[config.mk]
export PLATFORM = sky130hd
export DESIGN_NAME = orbit_ball
export DESIGN_NICKNAME = d
export VERILOG_FILES = /design/src/rtl/orbit_ball.sv
export SDC_FILE = /design/constraint.sdc
export NUM_CORES = 1
export LEC_CHECK = 0
export BUFFER_PORTS_ARGS = -buffer_cell sky130_fd_sc_hd__buf_2
export CAP_MARGIN = 20
export CORE_UTILIZATION = 40
export CTS_CLUSTER_DIAMETER = 150
export CTS_CLUSTER_SIZE = 25
export DETAILED_ROUTE_END_ITERATION = 10
export SETUP_SLACK_MARGIN = 0.5
export SYNTH_ARGS = -nofsm -noshare
export SYNTH_HDL_FRONTEND = slang
export SYNTH_SLANG_ARGS = --single-unit
[constraint.sdc]
create_clock -name Clk -period 6.95 [get_ports Clk]
set_input_delay 0.3475 -clock Clk [delete_from_list [all_inputs] [get_ports Clk]]
set_output_delay 0.3475 -clock Clk [all_outputs]
set_load 0.005 [all_outputs]
[src/rtl/orbit_ball.sv]
// orbit_ball: one player's ball riding a fixed 60-position circle.
// Keys or auto-spin move an angular index, with hold-to-repeat pacing.
// The index goes through a sine/cosine ROM and a 2-stage pipeline, which
// produces the screen position of the ball centre.
//
// Ports:
//   Clk, Reset   - clock and synchronous active-high reset
//   frame_tick   - one-cycle strobe per video frame; paces index motion
//   keycode[7:0] - current key (KEY_CW / KEY_CCW move, anything else idles)
//   mode[1:0]    - 00 manual, 01 auto CW, 10 auto CCW, 11 frozen
//   Index[5:0]   - current angular index 0..STEPS-1 (increases CCW on screen)
//   BallX/BallY  - ball centre, valid when pos_valid is high
//   BallS        - constant ball size
//   pos_valid    - low for the 2 cycles after an index change
module orbit_ball #(
  parameter int          STEPS         = 60,
  parameter int          RADIUS        = 80,
  parameter int          CENTER_X      = 320,
  parameter int          CENTER_Y      = 240,
  parameter int          START_INDEX   = 0,
  parameter int          STEP_SIZE     = 1,
  parameter int          REPEAT_FRAMES = 4,
  parameter int          BALL_SIZE     = 4,
  parameter logic [7:0]  KEY_CW        = 8'h07,
  parameter logic [7:0]  KEY_CCW       = 8'h04
) (
  input  logic       Clk,
  input  logic       Reset,
  input  logic       frame_tick,
  input  logic [7:0] keycode,
  input  logic [1:0] mode,
  output logic [5:0] Index,
  output logic [9:0] BallX,
  output logic [9:0] BallY,
  output logic [9:0] BallS,
  output logic       pos_valid
);

  localparam int COEF_W = 10;
  localparam int DATA_W = 10;
  localparam int PROD_W = 18;
  localparam int CNT_W  = (REPEAT_FRAMES > 1) ? $clog2(REPEAT_FRAMES) : 1;

  localparam logic signed [PROD_W-1:0] RAD_S   = PROD_W'(RADIUS);
  localparam logic [DATA_W-1:0]        CX      = DATA_W'(CENTER_X);
  localparam logic [DATA_W-1:0]        CY      = DATA_W'(CENTER_Y);
  localparam logic [CNT_W-1:0]         CNT_TOP = CNT_W'(REPEAT_FRAMES - 1);

  // round(256*sin(6k deg)) for the first quadrant, k = 0..15
  function automatic logic signed [COEF_W-1:0] quarter_sin(input logic [3:0] k);
    case (k)
      4'd0:    return 10'sd0;
      4'd1:    return 10'sd27;
      4'd2:    return 10'sd53;
      4'd3:    return 10'sd79;
      4'd4:    return 10'sd104;
      4'd5:    return 10'sd128;
      4'd6:    return 10'sd150;
      4'd7:    return 10'sd171;
      4'd8:    return 10'sd190;
      4'd9:    return 10'sd207;
      4'd10:   return 10'sd222;
      4'd11:   return 10'sd234;
      4'd12:   return 10'sd243;
      4'd13:   return 10'sd250;
      4'd14:   return 10'sd255;
      default: return 10'sd256;
    endcase
  endfunction

  // Full circle folded onto the quadrant table by symmetry.
  function automatic logic signed [COEF_W-1:0] sin_lut(input logic [5:0] k);
    if (k <= 6'd15)      return quarter_sin(k[3:0]);
    else if (k <= 6'd30) return quarter_sin(4'(6'd30 - k));
    else if (k <= 6'd45) return -quarter_sin(4'(k - 6'd30));
    else                 return -quarter_sin(4'(6'd60 - k));
  endfunction

  // cos(6k) = sin(6(k+15))
  function automatic logic signed [COEF_W-1:0] cos_lut(input logic [5:0] k);
    return sin_lut((k >= 6'd45) ? (k - 6'd45) : (k + 6'd15));
  endfunction

  // (RADIUS * coef) >>> 8 : floor of the scaled offset
  function automatic logic signed [DATA_W-1:0] scale_floor(input logic signed [COEF_W-1:0] c);
    logic signed [PROD_W-1:0] c_ext;
    logic signed [PROD_W-1:0] prod;
    c_ext = {{(PROD_W-COEF_W){c[COEF_W-1]}}, c};
    prod  = RAD_S * c_ext;
    return DATA_W'(prod >>> 8);
  endfunction

  logic [5:0]        index_q, index_d;
  logic [CNT_W-1:0]  cnt_q, cnt_d;
  logic [7:0]        held_q, held_d;
  logic [1:0]        mode_q, mode_d;
  logic              move_cw, move_ccw, key_hit, cnt_last, idx_chg;
  logic [6:0]        sum_ccw;
  logic [5:0]        idx_ccw, idx_cw;

  logic signed [COEF_W-1:0] cos_p1_q, cos_p1_d, sin_p1_q, sin_p1_d;
  logic                     vld_p1_q, vld_p1_d;
  logic signed [DATA_W-1:0] offx_p2, offy_p2;
  logic [DATA_W-1:0]        ball_x_p2_q, ball_x_p2_d, ball_y_p2_q, ball_y_p2_d;
  logic                     vld_p2_q, vld_p2_d;

  always_comb begin
    sum_ccw = {1'b0, index_q} + 7'(STEP_SIZE);
    idx_ccw = (sum_ccw >= 7'(STEPS)) ? 6'(sum_ccw - 7'(STEPS)) : sum_ccw[5:0];
    idx_cw  = (index_q < 6'(STEP_SIZE))
              ? 6'({1'b0, index_q} + 7'(STEPS) - 7'(STEP_SIZE))
              : (index_q - 6'(STEP_SIZE));
  end

  // Index control: moves only on frame ticks; a mode change resets pacing.
  always_comb begin
    index_d  = index_q;
    cnt_d    = cnt_q;
    held_d   = held_q;
    mode_d   = mode;
    move_cw  = 1'b0;
    move_ccw = 1'b0;
    key_hit  = (keycode == KEY_CW) || (keycode == KEY_CCW);
    cnt_last = (cnt_q == CNT_TOP);
    if (mode != mode_q) begin
      cnt_d  = '0;
      held_d = '0;
    end else if (frame_tick) begin
      case (mode)
        2'b00: begin
          if (key_hit && (keycode != held_q)) begin
            move_ccw = (keycode == KEY_CCW);
            move_cw  = (keycode == KEY_CW);
            cnt_d    = '0;
            held_d   = keycode;
          end else if (key_hit) begin
            if (cnt_last) begin
              move_ccw = (keycode == KEY_CCW);
              move_cw  = (keycode == KEY_CW);
              cnt_d    = '0;
            end else begin
              cnt_d = cnt_q + 1'b1;
            end
          end else begin
            cnt_d  = '0;
            held_d = '0;
          end
        end
        2'b01, 2'b10: begin
          if (cnt_last) begin
            move_cw  = (mode == 2'b01);
            move_ccw = (mode == 2'b10);
            cnt_d    = '0;
          end else begin
            cnt_d = cnt_q + 1'b1;
          end
        end
        default: ;
      endcase
    end
    if (move_ccw)     index_d = idx_ccw;
    else if (move_cw) index_d = idx_cw;
    idx_chg = (index_d != index_q);
  end

  // ---- stage p1: ROM lookup of the current index ----
  always_comb begin
    cos_p1_d = cos_lut(index_q);
    sin_p1_d = sin_lut(index_q);
    // p1 data describes the index held after this edge only if it doesn't move
    vld_p1_d = ~idx_chg;
  end

  // ---- stage p2: scale by radius and offset from centre (screen y grows down) ----
  always_comb begin
    offx_p2     = scale_floor(cos_p1_q);
    offy_p2     = scale_floor(sin_p1_q);
    ball_x_p2_d = CX + $unsigned(offx_p2);
    ball_y_p2_d = CY - $unsigned(offy_p2);
    vld_p2_d    = vld_p1_q & ~idx_chg;
  end

  always_ff @(posedge Clk) begin
    cos_p1_q <= cos_p1_d;
    sin_p1_q <= sin_p1_d;
  end

  always_ff @(posedge Clk) begin
    if (Reset) begin
      index_q     <= 6'(START_INDEX);
      cnt_q       <= '0;
      held_q      <= '0;
      mode_q      <= mode_d;
      vld_p1_q    <= 1'b0;
      vld_p2_q    <= 1'b0;
      ball_x_p2_q <= CX;
      ball_y_p2_q <= CY;
    end else begin
      index_q     <= index_d;
      cnt_q       <= cnt_d;
      held_q      <= held_d;
      mode_q      <= mode_d;
      vld_p1_q    <= vld_p1_d;
      vld_p2_q    <= vld_p2_d;
      ball_x_p2_q <= ball_x_p2_d;
      ball_y_p2_q <= ball_y_p2_d;
    end
  end

  assign Index     = index_q;
  assign BallX     = ball_x_p2_q;
  assign BallY     = ball_y_p2_q;
  assign BallS     = 10'(BALL_SIZE);
  assign pos_valid = vld_p2_q;

endmodule
==> summary.txt, run 1 <==
Logic synthesis
  • Synth Area in Compound Gates: 0.272
  • Largest area contributor in the netlist: dfxtp_1
  • Asr flop ratio synth: 0
  • Netlist cell types: 95
  • Post-synth top cells: nor2_1 (96), a21oi_1 (75), nand2_1 (75)
  • Yosys top cell area share: 0.191
  • Warnings, synthesis: 0
  • Number of synthesized flops with an enable pin: 0
  • Combinational family with the most area after synthesis: compound AO/OA/AOI/OAI gates
  • Mux share of post-synthesis cell area: 0.0373
  • Area contributors post-synth: dfxtp_1 (19%), ha_1 (11%), a21oi_1 (5.2%), nor2_1 (5.0%), o21ai_0 (4.3%)
  • Simple-gate share of the synthesized area: 0.235
  • #FFs+latches synth: 69
  • Seq/Total Area, Yosys: 0.191
  • Synthesized cell area: 0.00725 mm²
  • Syn avg cell area: 7.61 µm²
  • Top-count cell post-synth: nor2_1
  • Cells after Synth: 953
  • Post-Synth XOR/XNOR Area: 0.0787
  • Adder-Cell Fraction of Synth Area: 0.118
  • Primary FF master, synth: dfxtp_1

Worst setup path
  • Startpoint Class: register
  • CP Data Required Time: 7.21 ns
  • Crit. End Element: register
  • R2R Path Start: Index[1]
  • Critical path startpoint: Index[1]
  • Setup CP Type: reg -> reg
  • Reg2Reg Setup Slack: 1.12 ns
  • CP arrival: 6.09 ns
  • Worst Path Max Fanout: 19

Power and ir drop
  • Final Power: 0.884 mW
  • P_leak: 3.23 nW
  • VDD IR-drop max: 0.106 mV
  • Pwr per Cell Area: 114 mW/mm²

Placement
  • Port Buf Inserts: 39
  • DPL Wire Length: 14.3 mm
  • Final GP Congestion: 0.893
  • Placed cell area: 0.00749 mm²

Floorplan
  • Io pins: 50
  • Number of cell rows: 48
  • Die W: 137 µm
  • Area of the core: 0.0175 mm²
  • Initial Util: 0.415
  • Die area: 0.0187 mm²
  • Die height: 137 µm

Final layout
  • Fin util: 0.445
  • Synth-to-Final Area Change: 7.33%
  • Fin area: 0.00778 mm²
  • Final layout net count: 1030
  • Layout cell share with drive strength beyond 1: 0.116
  • N_diodes: 0

CTS
  • CTS Buf Count: 9
  • Clock transition at the registers of the reported paths: 0.07 ns
  • Root Driver: clkbuf_16
  • Sink Count: 69
  • TritonCTS clock tree: done
  • Post-CTS Setup Inserts: 0
  • Clk buf depth: 2
  • Worst-skew pair later-pin latency: 0.35 ns
  • PostCTS Resize Cnt: 0
  • Htree depth: 3
  • Hold_buf cts: 0

GRT
  • Vias in the first global route: 6322
  • Met3 GRT Util: 0.0363
  • Met2 Use GR: 0.349
  • Total GRT Usage: 0.217
  • Met1 usage: 0.289
  • GR Overflow Total: 0
  • Initial antenna violation count: 0
  • Maximum number of pins on one net before global-route repair: 41
  • First-pass GRT wire length: 32.0 mm
  • Layer carrying the most global-route usage: met2

Timing
  • RSZ-0062 raised after global routing: no
  • Final period util: 0.839
  • Count of final hold-check violations: 0
  • Setup tns final: 0 ns
  • Setup-failing EPs final: 0
  • Rel. slew slack: 0.318
  • F_max: 171 MHz
  • Post-route minimum period: 5.83 ns
  • Clock Skew: 0.0155 ns
  • Worst hold margin: 0.175 ns
  • Max-slew violations: 0
  • Tightest Pin Transition: 1.02 ns

Min path
  • Hold path startpoint: mode[1]
  • Hold Crit Class: in -> reg

Detailed routing
  • Routed len/inst: 16.5 µm
  • DR DRC count: 0
  • Number of DRC markers in iteration 0: 641
  • Initial DRT Pass Iterations: 6
  • Post-DR vias/cell: 5.85
  • Drt total wl: 19.5 mm
  • Via count: 6897
  • Post-route ant nets: 0

Job
  • Max_cap viols: 0

Outcome
  • Status: finished clean
[power breakdown]
group,switching [mW],internal [mW]
logic,0.0155,0.00920
registers,0.000636,0.398
clock network,0.174,0.286
[per-stage QoR]
| stage | worst slack (ns) | cells |
|---|---|---|
| 3_3_place_gp | 1.47 | 1164 |
| 4_1_cts | 1.25 | 1179 |
| 5_1_grt | 0.842 | 1179 |
| 6_report | 1.12 | 1179 |
| 3_5_place_dp | 1.29 | 1164 |
| 2_1_floorplan | 1.36 | 961 |
[worst max-delay path: stages (launching register included)]
cell and delay, ns:
dfxtp_1 0.44, inv_1 0.37, ha_1 0.77, inv_1 0.14, ha_1 0.36, xnor2_2 0.25, inv_1 0.45, ha_1 0.31
nand2_1 0.09, and2_1 0.22, or4_4 0.57, nand2_4 0.14, mux4_2 0.55, inv_1 0.10, ha_1 0.21, o311a_1 0.23
xor2_1 0.20, mux2i_1 0.12, o221ai_1 0.21
[placed cells by master, fill, tap and decap left out, drive strengths merged, types with 7 or more instances in the layout]
cell,count
nor3,32
xor2,26
buf,48
or2,7
nor4,7
nor2b,16
or3,9
a311oi,7
o211ai,17
ha,65
o22ai,10
dfxtp,69
nor2,99
xnor2,34
mux2i,18
o221ai,7
conb,10
clkbuf,12
nand2b,14
nand4,7
a31oi,8
and2,10
o21ai,70
a21oi,80
nand3,28
nand2,79
inv,41
and3,8
o31ai,7
a211oi,10
a21boi,8
[final cells by class]
cell class	count	area, µm²
clock inverter	3	46.3
clock buffer	12	246
tap	225	282
inverter	41	154
fill	1776	9690
multi-input combinational	781	5410
timing repair buffer	48	263
sequential	69	1380
[worst paths after layout]
kind         cells past startpoint          end
min reg2reg                      2  sin_p1_q[0]
max                             18  cos_p1_q[6]
max reg2reg                     18  cos_p1_q[6]
min                              1    mode_q[1]
[per-layer routing]
layer	part of all wire	wire length (µm)
met4	0.022	430
met3	0.055	1080
met2	0.45	8770
met5	0	0
met1	0.47	9210
[cell families after synthesis]
group | Yosys count
AO/OA/AOI/OAI | 286
AND/OR/NAND/NOR | 334
flip-flops | 69
adder cells (fa/ha/maj) | 67
other | 2
XOR/XNOR | 61
buffers and inverters | 111
multiplexers | 23
Power figures use the tool's default switching activity.
==> run 2: changes to the inputs <==
==> constraint.sdc (replaced) <==
create_clock -name Clk -period 6 [get_ports Clk]
set_input_delay 0.3 -clock Clk [delete_from_list [all_inputs] [get_ports Clk]]
set_output_delay 0.3 -clock Clk [all_outputs]
set_load 0.005 [all_outputs]
==> run 2 against run 1 <==
Against the previous run: sequential power grew 16%; clock power rose by 32%; cell count rose by 0.85%.
==> summary.txt, run 2 (synthesis gave the netlist of run 1 again) <==
GRT
  • Met2 Use GR: 0.345 (-0.00310)
  • Met1 usage: 0.297 (+0.00839)
  • Vias in the first global route: 6202 (-1.9%)
  • Initial antenna violation count: 0 (unchanged)
  • Met3 GRT Util: 0.0385 (+0.00222)
  • First-pass GRT wire length: 32.1 mm (+0.41%)
  • Total GRT Usage: 0.219 (+0.00234)
  • GR Overflow Total: 0 (unchanged)
  • Maximum number of pins on one net before global-route repair: 37 (-9.8%)
  • Layer carrying the most global-route usage: met2

Final layout
  • Fillers: 1739 (-2.1%)
  • Layout cell share with drive strength beyond 1: 0.129 (+0.0123)
  • Most common cell after layout, fill and taps aside: nor2_1
  • Final layout net count: 1039 (+0.87%)
  • Synth-to-Final Area Change: 8.80%
  • Most frequent cells in the layout: nor2_1 (96), nand2_1 (75), a21oi_1 (75)
  • N_diodes: 0 (unchanged)
  • Final Non-Filler Cells: 1189 (+0.85%)
  • Fin area: 0.00789 mm² (+1.4%)

Min path
  • Hold Crit Class: in -> reg
  • Hold worst-path end: mode_q[1]
  • Hold path startpoint: mode[1]
  • Hold Path Cell Cnt: 1 (unchanged)

Timing
  • Rel. slew slack: 0.357 (+0.0385)
  • RSZ-0062 raised after global routing: no
  • Setup tns final: 0 ns (unchanged)
  • Max-slew violations: 0 (unchanged)
  • Post-route minimum period: 4.96 ns (-0.876 ns)
  • F_max: 202 MHz (+18%)
  • Tightest Pin Transition: 0.961 ns (-0.0578 ns)
  • Clock Skew: 0.0165 ns (+0.00108 ns)
  • Count of final hold-check violations: 0 (unchanged)
  • Setup-failing EPs final: 0 (unchanged)
  • Final period util: 0.826 (-0.0131)

CTS
  • Root Driver: clkbuf_16
  • Clock transition at the registers of the reported paths: 0.06 ns (about the same)
  • Sink Count: 69 (unchanged)
  • Worst-skew pair later-pin latency: 0.35 ns (about the same)
  • Hold_buf cts: 0 (unchanged)
  • Post-CTS Setup Inserts: 0 (unchanged)
  • PostCTS Resize Cnt: 0 (unchanged)
  • TritonCTS clock tree: done
  • CTS Buf Count: 9 (unchanged)
  • Clk buf depth: 2 (unchanged)
  • Htree depth: 3 (unchanged)

Worst setup path
  • Startpoint Class: register
  • Worst r2r dst: cos_p1_q[6]
  • CP arrival: 5.21 ns (-0.88 ns)
  • Worst Path Max Fanout: 15 (-4)
  • R2R Path Start: Index[1]
  • R2R cell count: 21 (+3)
  • Setup CP Type: reg -> reg
  • CP Data Required Time: 6.25 ns (-0.96 ns)
  • Reg2Reg Setup Slack: 1.04 ns (-0.07 ns)
  • Crit. End Element: register

Power and ir drop
  • VDD IR-drop max: 0.134 mV (+26%)
  • P_leak: 3.30 nW (+2.0%)
  • Pwr per Cell Area: 139 mW/mm² (+23%)
  • Final Power: 1.10 mW (+24%)

Floorplan
  • Initial Util: 0.415 (unchanged)
  • Die W: 137 µm (unchanged)
  • Number of cell rows: 48 (unchanged)
  • Die height: 137 µm (unchanged)
  • Area of the core: 0.0175 mm² (unchanged)
  • Io pins: 50 (unchanged)
  • Die area: 0.0187 mm² (unchanged)

Detailed routing
  • Via count: 6968 (+1.0%)
  • Number of DRC markers in iteration 0: 630 (-1.7%)
  • Routed len/inst: 16.6 µm (+0.20%)
  • Drt total wl: 19.7 mm (+1.0%)
  • Post-route ant nets: 0 (unchanged)
  • DR DRC count: 0 (unchanged)
  • Post-DR vias/cell: 5.86 (+0.18%)
  • Initial DRT Pass Iterations: 5 (-1)

Placement
  • Final GP Congestion: 0.964 (+8.0%)
  • Placed cell area: 0.00756 mm² (+0.90%)
  • Port Buf Inserts: 39 (unchanged)
  • Placed cells: 1173 (+0.77%)
  • DPL Wire Length: 14.7 mm (+2.9%)

Outcome
  • Status: finished clean

Job
  • Max_cap viols: 0 (unchanged)
## run 2: cell count changes in the layout (fill, tap and decap cells not counted)
cell,delta
inv_8,+1
clkbuf_1,-2
dfxtp_1,-1
inv_6,+2
bufinv_16,+1
clkbuf_8,-1
buf_4,+9
dfxtp_2,+1
## run 2: how the worst max path moves through the flow
stage              from           to  slack, ns  depth (start not counted)
2_1_floorplan  Index[0]  cos_p1_q[6]       0.58                         25
3_3_place_gp   Index[1]  cos_p1_q[6]       1.08                         21
3_5_place_dp   Index[1]  cos_p1_q[6]       0.93                         21
4_1_cts        Index[1]  cos_p1_q[6]       0.91                         21
5_1_grt        Index[2]     register       0.60                         14
6_report       Index[1]  cos_p1_q[6]       1.04                         21
## run 2: worst max-delay path: stages, from the launching register on
cell and delay, ns:
dfxtp_2 0.46, inv_1 0.24, ha_1 0.35, nor2b_4 0.17, o21bai_2 0.19, nand2_1 0.12
xnor2_2 0.14, buf_4 0.17, inv_1 0.05, buf_4 0.20, ha_1 0.23, nand2_1 0.09
and2_1 0.20, or4_4 0.56, nand2_4 0.14, mux4_2 0.55, inv_1 0.09, ha_1 0.20
o311a_1 0.24, xor2_1 0.15, mux2i_1 0.09, o221ai_1 0.21
## run 2: routing by layer
layer / wire (µm) / vias up
li1: - / 3449
met2: 8740 / 268
met4: 464 / 0
met1: 9220 / 3210
met3: 1280 / 41
met5: 0 / -
## run 2: metrics by stage
stage / util / hold slack (ns) / worst slack [ns]
final: 0.451 / 0.133 / 1.04
after global routing: 0.451 / 0.130 / 0.597
after CTS: 0.451 / 0.125 / 0.912
after detailed placement: 0.432 / 0.418 / 0.935
after global placement: 0.432 / 0.415 / 1.08
after floorplan: - / 0.328 / 0.583
## run 2: layout make-up
class | instances | area (µm²) | share of cell area
Multi-Input combinational cell | 781 | 5410 | 0.686
Inverter | 41 | 154 | 0.0195
Sequential cell | 69 | 1380 | 0.175
Clock inverter | 7 | 105 | 0.0133
Timing Repair Buffer | 57 | 330 | 0.0419
Clock buffer | 9 | 225 | 0.0285
Tap cell | 225 | 282 | 0.0357
## run 2: report_power, final
part / internal (mW) / switching (mW)
logic: 0.0107 / 0.0179
clock network: 0.371 / 0.237
registers: 0.461 / 0.000733
total: 0.842 / 0.256
==> run 3: changes to the inputs <==
==> constraint.sdc (replaced) <==
create_clock -name Clk -period 4.8 [get_ports Clk]
set_input_delay 0.24 -clock Clk [delete_from_list [all_inputs] [get_ports Clk]]
set_output_delay 0.24 -clock Clk [all_outputs]
set_load 0.005 [all_outputs]
==> run 3 against run 2 <==
Against the previous run: register-to-register slack worse by 0.41 ns; die area stayed put; worst setup slack worse by 0.41 ns; sequential cell count stayed put; largest cell class unchanged; non-clock buffer count is 9 higher; critical path type unchanged; design area is 1.6% higher; cell count is 0.67% higher; count of clock-buffer cells in the layout is 2 higher; sequential share of layout area is 0.24 points lower; clock power is 19% higher; critical endpoint unchanged; global-route usage is 0.13 points higher; sequential power is 25% higher.
==> summary.txt, run 3 (synthesis gave the netlist of run 1 again) <==
Power and ir drop
  • Pwr per Cell Area: 166 mW/mm² (+20%)
  • Final Power: 1.33 mW (+22%)
  • VDD IR-drop max: 0.154 mV (+15%)
  • P_leak: 3.33 nW (+1.2%)

Final layout
  • N_diodes: 0 (unchanged)
  • Layout cell share with drive strength beyond 1: 0.146 (+0.0175)
  • Most frequent cells in the layout: nor2_1 (96), nand2_1 (75), a21oi_1 (75)
  • Final Non-Filler Cells: 1197 (+0.67%)
  • Most common cell after layout, fill and taps aside: nor2_1
  • Synth-to-Final Area Change: 10.5%
  • Fin util: 0.459 (+0.00716)
  • Fillers: 1760 (+1.2%)
  • Final layout net count: 1048 (+0.87%)

Outcome
  • Status: finished clean

Worst setup path
  • Worst Path Max Fanout: 11 (-4)
  • Startpoint Class: register
  • CP arrival: 4.43 ns (-0.78 ns)
  • Crit. End Element: register
  • CP Data Required Time: 5.06 ns (-1.19 ns)
  • Setup CP Type: reg -> reg

Detailed routing
  • Post-DR vias/cell: 5.77 (-1.6%)
  • Number of DRC markers in iteration 0: 510 (-19%)
  • Routed len/inst: 16.4 µm (-0.78%)
  • Initial DRT Pass Iterations: 5 (unchanged)
  • Drt total wl: 19.7 mm (-0.11%)
  • Via count: 6901 (-0.96%)
  • DR DRC count: 0 (unchanged)
  • Post-route ant nets: 0 (unchanged)

CTS
  • CTS Buf Count: 9 (unchanged)
  • Hold_buf cts: 0 (unchanged)
  • Worst-skew pair later-pin latency: 0.35 ns (about the same)
  • TritonCTS clock tree: done
  • Clk buf depth: 2 (unchanged)
  • Root Driver: clkbuf_16
  • Htree depth: 3 (unchanged)
  • Clock transition at the registers of the reported paths: 0.06 ns (about the same)
  • Sink Count: 69 (unchanged)

Timing
  • Setup tns final: 0 ns (unchanged)
  • RSZ-0062 raised after global routing: yes
  • Post-route minimum period: 4.17 ns (-0.788 ns)
  • Count of final hold-check violations: 0 (unchanged)
  • Max-slew violations: 0 (unchanged)
  • Final period util: 0.868 (+0.0423)
  • Clock Skew: 0.0121 ns (-0.00444 ns)
  • Rel. slew slack: 0.352 (-0.00490)
  • F_max: 240 MHz (+19%)
  • Tightest Pin Transition: 0.969 ns (+0.00731 ns)
  • Setup-failing EPs final: 0 (unchanged)
  • Final setup margin: 0.632 ns (-0.412 ns)

GRT
  • Vias in the first global route: 6296 (+1.5%)
  • Total GRT Usage: 0.220 (+0.00130)
  • Initial antenna violation count: 0 (unchanged)
  • Maximum number of pins on one net before global-route repair: 37 (unchanged)
  • GR Overflow Total: 0 (unchanged)
  • First-pass GRT wire length: 32.3 mm (+0.67%)

Floorplan
  • Number of cell rows: 48 (unchanged)
  • Die W: 137 µm (unchanged)
  • Die height: 137 µm (unchanged)
  • Io pins: 50 (unchanged)
  • Initial Util: 0.415 (unchanged)
  • Die area: 0.0187 mm² (unchanged)
  • Area of the core: 0.0175 mm² (unchanged)

Placement
  • Setup WS pre-CTS: 0.551 ns (-0.383 ns)
  • Port Buf Inserts: 39 (unchanged)
  • DPL Wire Length: 14.6 mm (-1.1%)
  • Placed cells: 1179 (+0.51%)
  • Final GP Congestion: 0.893 (-7.3%)

Min path
  • Hold Crit Class: in -> reg

Job
  • Max_cap viols: 0 (unchanged)
## run 3: worst paths after layout
check                 from           to  slack, ns  cells after the start
setup / recovery  Index[1]  cos_p1_q[6]       0.63                     19
hold / removal     mode[0]    mode_q[0]       0.06                      1
setup reg to reg  Index[1]  cos_p1_q[6]       0.63                     19
hold reg to reg   vld_p1_q    pos_valid       0.43                      1
## run 3: critical path: stages (launching register included)
cell	delay (ns)
dfxtp_1	0.33
inv_1	0.06
buf_4	0.18
ha_4	0.19
nor2b_4	0.13
o21bai_2	0.19
nand2_1	0.17
xnor2_4	0.21
inv_2	0.06
ha_4	0.16
o2111a_1	0.17
or4_4	0.57
nand2_4	0.13
mux4_2	0.57
inv_2	0.11
ha_4	0.14
o311a_1	0.21
xor2_1	0.17
mux2i_1	0.10
o221ai_1	0.21
## run 3: through the flow
step / hold slack (ns) / cell area (µm²)
final: 0.0603 / 8010
after global routing: 0.0701 / 8010
after CTS: 0.0586 / 7990
after detailed placement: 0.419 / 7670
after global placement: 0.417 / 7670
after floorplan: 0.268 / 7410
## run 3: layout make-up
cell class / instances / area (µm²) / share of cell area
clock buffers: 11 / 264 / 0.0329
clock inverters: 4 / 52.6 / 0.00656
inverters: 41 / 156 / 0.0195
multi-input cells: 781 / 5480 / 0.683
flip-flops and latches: 69 / 1390 / 0.173
well taps: 225 / 282 / 0.0351
repair buffers: 66 / 398 / 0.0496
## run 3: power by group
| group | leakage [nW] | internal (mW) | switching (mW) |
|---|---|---|---|
| Sequential | 0.559 | 0.575 | 0.000840 |
| Clock | 0.157 | 0.447 | 0.275 |
| Combinational | 2.62 | 0.0133 | 0.0224 |
| Total | 3.33 | 1.04 | 0.298 |
## run 3: metal layers
metal,vias up,GRT usage,share of wire
met5,-,0,0
met4,0,0.0827,0.023
met3,41,0.0307,0.048
met2,207,0.342,0.44
met1,3195,0.306,0.49
li1,3458,-,-
## run 3: repair_timing
action / 4_1_cts / 5_1_grt
setup endpoints to repair: 0 / 7
gates resized for setup: 0 / 2
endpoints found under the hold margin: 0 / 0
setup buffers: 0 / 3
